==> src/rtl/ram_arb_pkg.sv <==
// Shared encodings for the RAM arbiter: FSM states, requester indices and
// the byte-to-word address shift.
package ram_arb_pkg;

    typedef enum logic [1:0] {
        ST_IDLE = 2'd0,
        ST_OWN0 = 2'd1,
        ST_OWN1 = 2'd2
    } arb_state_t;

    localparam int REQ_IF     = 0;
    localparam int REQ_LS     = 1;
    localparam int WORD_SHIFT = 2;

endpackage

==> src/rtl/rr_pick2.sv <==
// Two-way round-robin pick: on a tie the requester that did not win last
// time is granted. The pointer register itself lives in the caller.
module rr_pick2 (
    input  logic [1:0] req,
    input  logic       lg,
    output logic [1:0] gnt
);

    always_comb begin
        gnt = 2'b00;
        if (req == 2'b11) begin
            gnt = lg ? 2'b01 : 2'b10;
        end else begin
            gnt = req;
        end
    end

endmodule

==> src/rtl/ram_arbiter.sv <==
// Shares one single-port word RAM between instruction fetch (m0) and the
// load/store unit (m1): round-robin grants, locked bursts, 1-cycle response.
module ram_arbiter
    import ram_arb_pkg::*;
#(
    parameter int AW       = 32,
    parameter int DW       = 32,
    parameter int MW       = 4,
    parameter int MAXBURST = 8
) (
    input  logic          clk,
    input  logic          rst,
    input  logic          m0_req,
    input  logic          m0_lock,
    input  logic [AW-1:0] m0_addr,
    input  logic [DW-1:0] m0_wdata,
    input  logic [MW-1:0] m0_sel,
    input  logic          m0_we,
    output logic          m0_gnt,
    output logic          m0_rvalid,
    output logic [DW-1:0] m0_rdata,
    input  logic          m1_req,
    input  logic          m1_lock,
    input  logic [AW-1:0] m1_addr,
    input  logic [DW-1:0] m1_wdata,
    input  logic [MW-1:0] m1_sel,
    input  logic          m1_we,
    output logic          m1_gnt,
    output logic          m1_rvalid,
    output logic [DW-1:0] m1_rdata,
    output logic [AW-1:0] ram_addr,
    output logic [DW-1:0] ram_wdata,
    output logic [MW-1:0] ram_sel,
    output logic          ram_we,
    input  logic [DW-1:0] ram_rdata
);

    localparam int            BW   = $clog2(MAXBURST + 1);
    localparam logic [BW-1:0] BMAX = BW'(MAXBURST);

    arb_state_t    state, state_nx;
    logic [BW-1:0] bcnt, bcnt_nx;
    logic          lg;
    logic [1:0]    req, pick, gnt;
    logic          own_hold, gnt_any, gnt_idx, gnt_lock;
    logic          rpend, rsel;
    logic [DW-1:0] rdata_q;

    // Nothing is granted while reset is held.
    assign req[REQ_IF] = m0_req & ~rst;
    assign req[REQ_LS] = m1_req & ~rst;

    rr_pick2 u_pick (
        .req (req),
        .lg  (lg),
        .gnt (pick)
    );

    always_comb begin
        own_hold = 1'b0;
        gnt      = pick;
        state_nx = ST_IDLE;
        bcnt_nx  = '0;
        if (state == ST_OWN0) begin
            own_hold = req[REQ_IF] && m0_lock && (bcnt < BMAX);
        end else if (state == ST_OWN1) begin
            own_hold = req[REQ_LS] && m1_lock && (bcnt < BMAX);
        end
        // A released or exhausted owner falls straight through to round-robin.
        if (own_hold) begin
            gnt = (state == ST_OWN1) ? 2'b10 : 2'b01;
        end
        gnt_any  = |gnt;
        gnt_idx  = gnt[REQ_LS];
        gnt_lock = gnt_idx ? m1_lock : m0_lock;
        if (gnt_any && gnt_lock) begin
            state_nx = gnt_idx ? ST_OWN1 : ST_OWN0;
            bcnt_nx  = own_hold ? bcnt + BW'(1) : BW'(1);
        end
    end

    assign m0_gnt = gnt[REQ_IF];
    assign m1_gnt = gnt[REQ_LS];

    always_comb begin
        ram_addr  = '0;
        ram_wdata = '0;
        ram_sel   = '0;
        ram_we    = 1'b0;
        if (gnt[REQ_IF]) begin
            ram_addr  = m0_addr >> WORD_SHIFT;
            ram_wdata = m0_wdata;
            ram_sel   = m0_sel;
            ram_we    = m0_we;
        end else if (gnt[REQ_LS]) begin
            ram_addr  = m1_addr >> WORD_SHIFT;
            ram_wdata = m1_wdata;
            ram_sel   = m1_sel;
            ram_we    = m1_we;
        end
    end

    // lg starts at 1 so fetch wins the first tie after reset.
    always_ff @(posedge clk) begin
        if (rst) begin
            state   <= ST_IDLE;
            bcnt    <= '0;
            lg      <= 1'b1;
            rpend   <= 1'b0;
            rsel    <= 1'b0;
            rdata_q <= '0;
        end else begin
            state   <= state_nx;
            bcnt    <= bcnt_nx;
            rpend   <= gnt_any;
            rdata_q <= (gnt_any && !ram_we) ? ram_rdata : '0;
            if (gnt_any) begin
                lg   <= gnt_idx;
                rsel <= gnt_idx;
            end
        end
    end

    assign m0_rvalid = rpend && (rsel == 1'(REQ_IF)) && !rst;
    assign m1_rvalid = rpend && (rsel == 1'(REQ_LS)) && !rst;
    assign m0_rdata  = m0_rvalid ? rdata_q : '0;
    assign m1_rdata  = m1_rvalid ? rdata_q : '0;

endmodule

==> config.mk <==
export PLATFORM = sky130hd
export DESIGN_NAME = ram_arbiter
export DESIGN_NICKNAME = d
export VERILOG_FILES = /design/src/rtl/ram_arb_pkg.sv /design/src/rtl/rr_pick2.sv /design/src/rtl/ram_arbiter.sv
export SDC_FILE = /design/constraint.sdc
export NUM_CORES = 1
export LEC_CHECK = 0
export ABC_AREA = 1
export ABC_CLOCK_PERIOD_IN_PS = 1500
export CAP_MARGIN = 20
export CORE_AREA = 2 2 122 124
export DETAILED_ROUTE_END_ITERATION = 10
export DIE_AREA = 0 0 124 126
export DONT_BUFFER_PORTS = 1
export PLACE_DENSITY = 0.46
export SLEW_MARGIN = 20
export SYNTH_ARGS = -nofsm -noshare
export SYNTH_HDL_FRONTEND = slang
export SYNTH_HIERARCHICAL = 1
export SYNTH_SLANG_ARGS = --single-unit
==> constraint.sdc <==
create_clock -name clk -period 1.5 [get_ports clk]
set_input_delay 0.3 -clock clk [delete_from_list [all_inputs] [get_ports clk]]
set_output_delay 0.3 -clock clk [all_outputs]
set_load 0.005 [all_outputs]
==> results_dict.tcl <==
set metrics [dict create \
    fin_area_sq_um 5100 \
    critical_path_buf_inv_count 2 \
    max_stage_delay_ns 0.36 \
    drv_slew 0 \
    grt_usage_pct 16.4 \
    crit_chain "nor2_4 > nand3_4 > nand2_8 > buf_12 > clkbuf_16 > nand3_1 > nand2_2" \
    r2r_end "rdata_q[23]" \
    via_count 3487 \
    holdPathEnd "state[1]" \
    rsz0062_at_grt "yes" \
    hold_depth 2 \
    crit_fanout 8 \
    finalHoldViolCount 0 \
    cts_tree "yes" \
    gr-total-overflow 0 \
    dp_worst_setup_slack_ns -0.274 \
    syn2layout_area_growth_pct 70.2 \
    violations "negative setup slack" \
    core_area_sq_um 14300 \
    syn_area_sq_um 3000 \
    io_buffers 0 \
    ff_latch_area_sq_um 835 \
    r2r-start "bcnt[3]" \
    grt_max_degree 34 \
    yosysSeqAreaShare_pct 27.4 \
    period_share_pct 127 \
    slowest_stage "dfxtp_4" \
    syn_area_per_cell_sq_um 5.98 \
    drcViolationCount 0 \
    synth-main-ff-cell "dfxtp_1" \
    multi_input_area_sq_um 2500 \
    final_core_util_pct 35.6 \
    async_reset_ff_share_pct 0 \
    endpoint_kind "primary output" \
    synth_cell_types 25 \
    synth.most_common_cell "nand2_1" \
    netlist.area_leader.share_pct 27.4 \
    setup_slack_ns -0.398 \
    first_pass_iters 4 \
    routedWlPerCell_microns 20.0 \
    syn_inst 501 \
    routed_via_density 4.78 \
    min_from "m1_lock" \
    fin_crit_ns 1.90 \
    status "finished with violations" \
    cp_data_required_time_ns 1.20 \
    grt_pass1_wl_microns 19100 \
    cts_hold_buf 0 \
    start_util_pct 20.9 \
    postRouteAntennaNets 0 \
    numCtsBuffers 5 \
    setup_viol 168 \
    yosys_register_bits 41 \
    die-area_sq_um 15600 \
    synth_area_leader_cell "dfxtp_1" \
    ff2ff_setup_slack_ns -0.31 \
    clock_sinks 41 \
    cp.arrival_ns 1.60 \
    routed_wl_microns 14600 \
    clkLatencyLatePin_ns 0.28 \
    die_w_microns 124 \
    cts_max_level 2 \
    synth_area_leaders "dfxtp_1 27%, nand2_1 18%, nand3_1 12%" \
    dp_hpwl_microns 9340 \
    drv_cap 0 \
    clockRootBuffer "clkbuf_16" \
    yosys-top-cells-count "140 x nand2_1, 85 x inv_1, 73 x nor2_1" \
    io_pins 313 \
    num_rows 44 \
    holdWs_ns 0.144 \
    yosysWarnings 6 \
    critical_path_class "reg -> out" \
    fillCellCount 1477 \
    gp_congestion 0.892 \
    cts_buffer_depth 2 \
    power.leakage_uw 0.00205 \
    start_kind "flop" \
    p_per_area_nw_per_um2 678 \
    hold_class "in -> reg" \
    grt_pass1_vias 3279 \
    layout-drive-gt1-share_pct 51.8 \
    fmax_ghz 0.527 \
    path_delay_family "simple AND/OR/NAND/NOR gates" \
    nNetsFinal 721 \
    clk_pin_slew_ns 0.06 \
    finalClockSkew_ns 0.00183 \
    dr.first_iter.drc_count 114 \
    placedInstanceArea_sq_um 3450 \
    die_h_microns 126 \
    peakVddDrop_uv 456 \
    r2r.worst_path.cells 11 \
    antenna_found_initial 1 \
    synth_edf_count 0 \
]
-- routing by layer --
metal	vias up	track usage [%]	part of all wire [%]
li1	1594	-	-
met1	1648	17.8	34
met2	230	31.2	55
met3	15	3.89	8.7
met4	0	4.16	1.7
met5	-	0	0
-- logic make-up after synthesis --
family                     synth area share [%]
and+or+nand+nor                            53.0
buffers and inverters                      17.3
DFF                                        27.4
AOI/OAI and AO/OA                         0.793
xor gates and xnor gates                  0.584
adders and majority gates                 0.417
other                                     0.125
muxes                                     0.376
-- cell type report --
class / count / share of cell area, %
antenna: 1 / 0.0491
clock buffer: 5 / 2.45
clock inverter: 2 / 0.687
inverter: 85 / 6.35
multi-input combinational: 341 / 49.0
sequential: 41 / 16.4
tap: 184 / 4.51
timing repair buffer: 70 / 20.6
-- stage by stage --
stage | total power, uW | instances | TNS [ns]
floorplan | 1660 | 502 | -0.0124
CTS | 3390 | 720 | -40.46
global route | 3620 | 729 | -49.85
finish | 3460 | 729 | -38.12
global placement | 1870 | 690 | -15.25
detailed placement | 1890 | 690 | -18.28
-- how the worst max path moves through the flow --
stage	from	end	slack, ns	depth (start not counted)
after global routing	state[1]	ram_wdata[12]	-0.47	8
after floorplan	m1_req	ram_we	-0.01	9
after CTS	state[0]	m1_gnt	-0.40	8
after detailed placement	m1_req	ram_addr[13]	-0.27	10
final	state[0]	ram_wdata[12]	-0.40	7
after global placement	m1_req	ram_wdata[3]	-0.24	10
-- power breakdown --
part / internal (uW) / leakage (uW) / switching [uW]
logic: 462 / 0.00164 / 662
clock network: 772 / 0.0000797 / 406
registers: 1140 / 0.000338 / 21.7
-- cell usage in the layout, fill, tap and decap left out, types with 3 or more instances in the layout --
master	n
nand3_2	8
nand3_4	3
nand2_8	3
nor2_1	7
clkbuf_16	11
nand2_4	5
buf_12	16
buf_8	3
nand2_2	69
nand2_1	69
buf_4	26
nand3_1	62
dfxtp_4	3
nor2_4	68
nor3_4	3
buf_16	5
inv_2	6
nor3_2	31
inv_1	78
dfxtp_1	36
buf_6	12
-- repair_timing --
| action | in CTS | in global routing |
|---|---|---|
| buffers inserted | 14 | 9 |
| cloned | 11 | 7 |
| pin swaps | 9 | 12 |
| setup endpoints to repair | 168 | 169 |
| resized for setup | 218 | 70 |
-- registers in the layout, summed over array words and instances (netlist names) --
name / cells
bcnt: 4
rdata_q: 32
rsel: 1
state: 2
lg: 1
rpend: 1
Power figures use the tool's default switching activity.
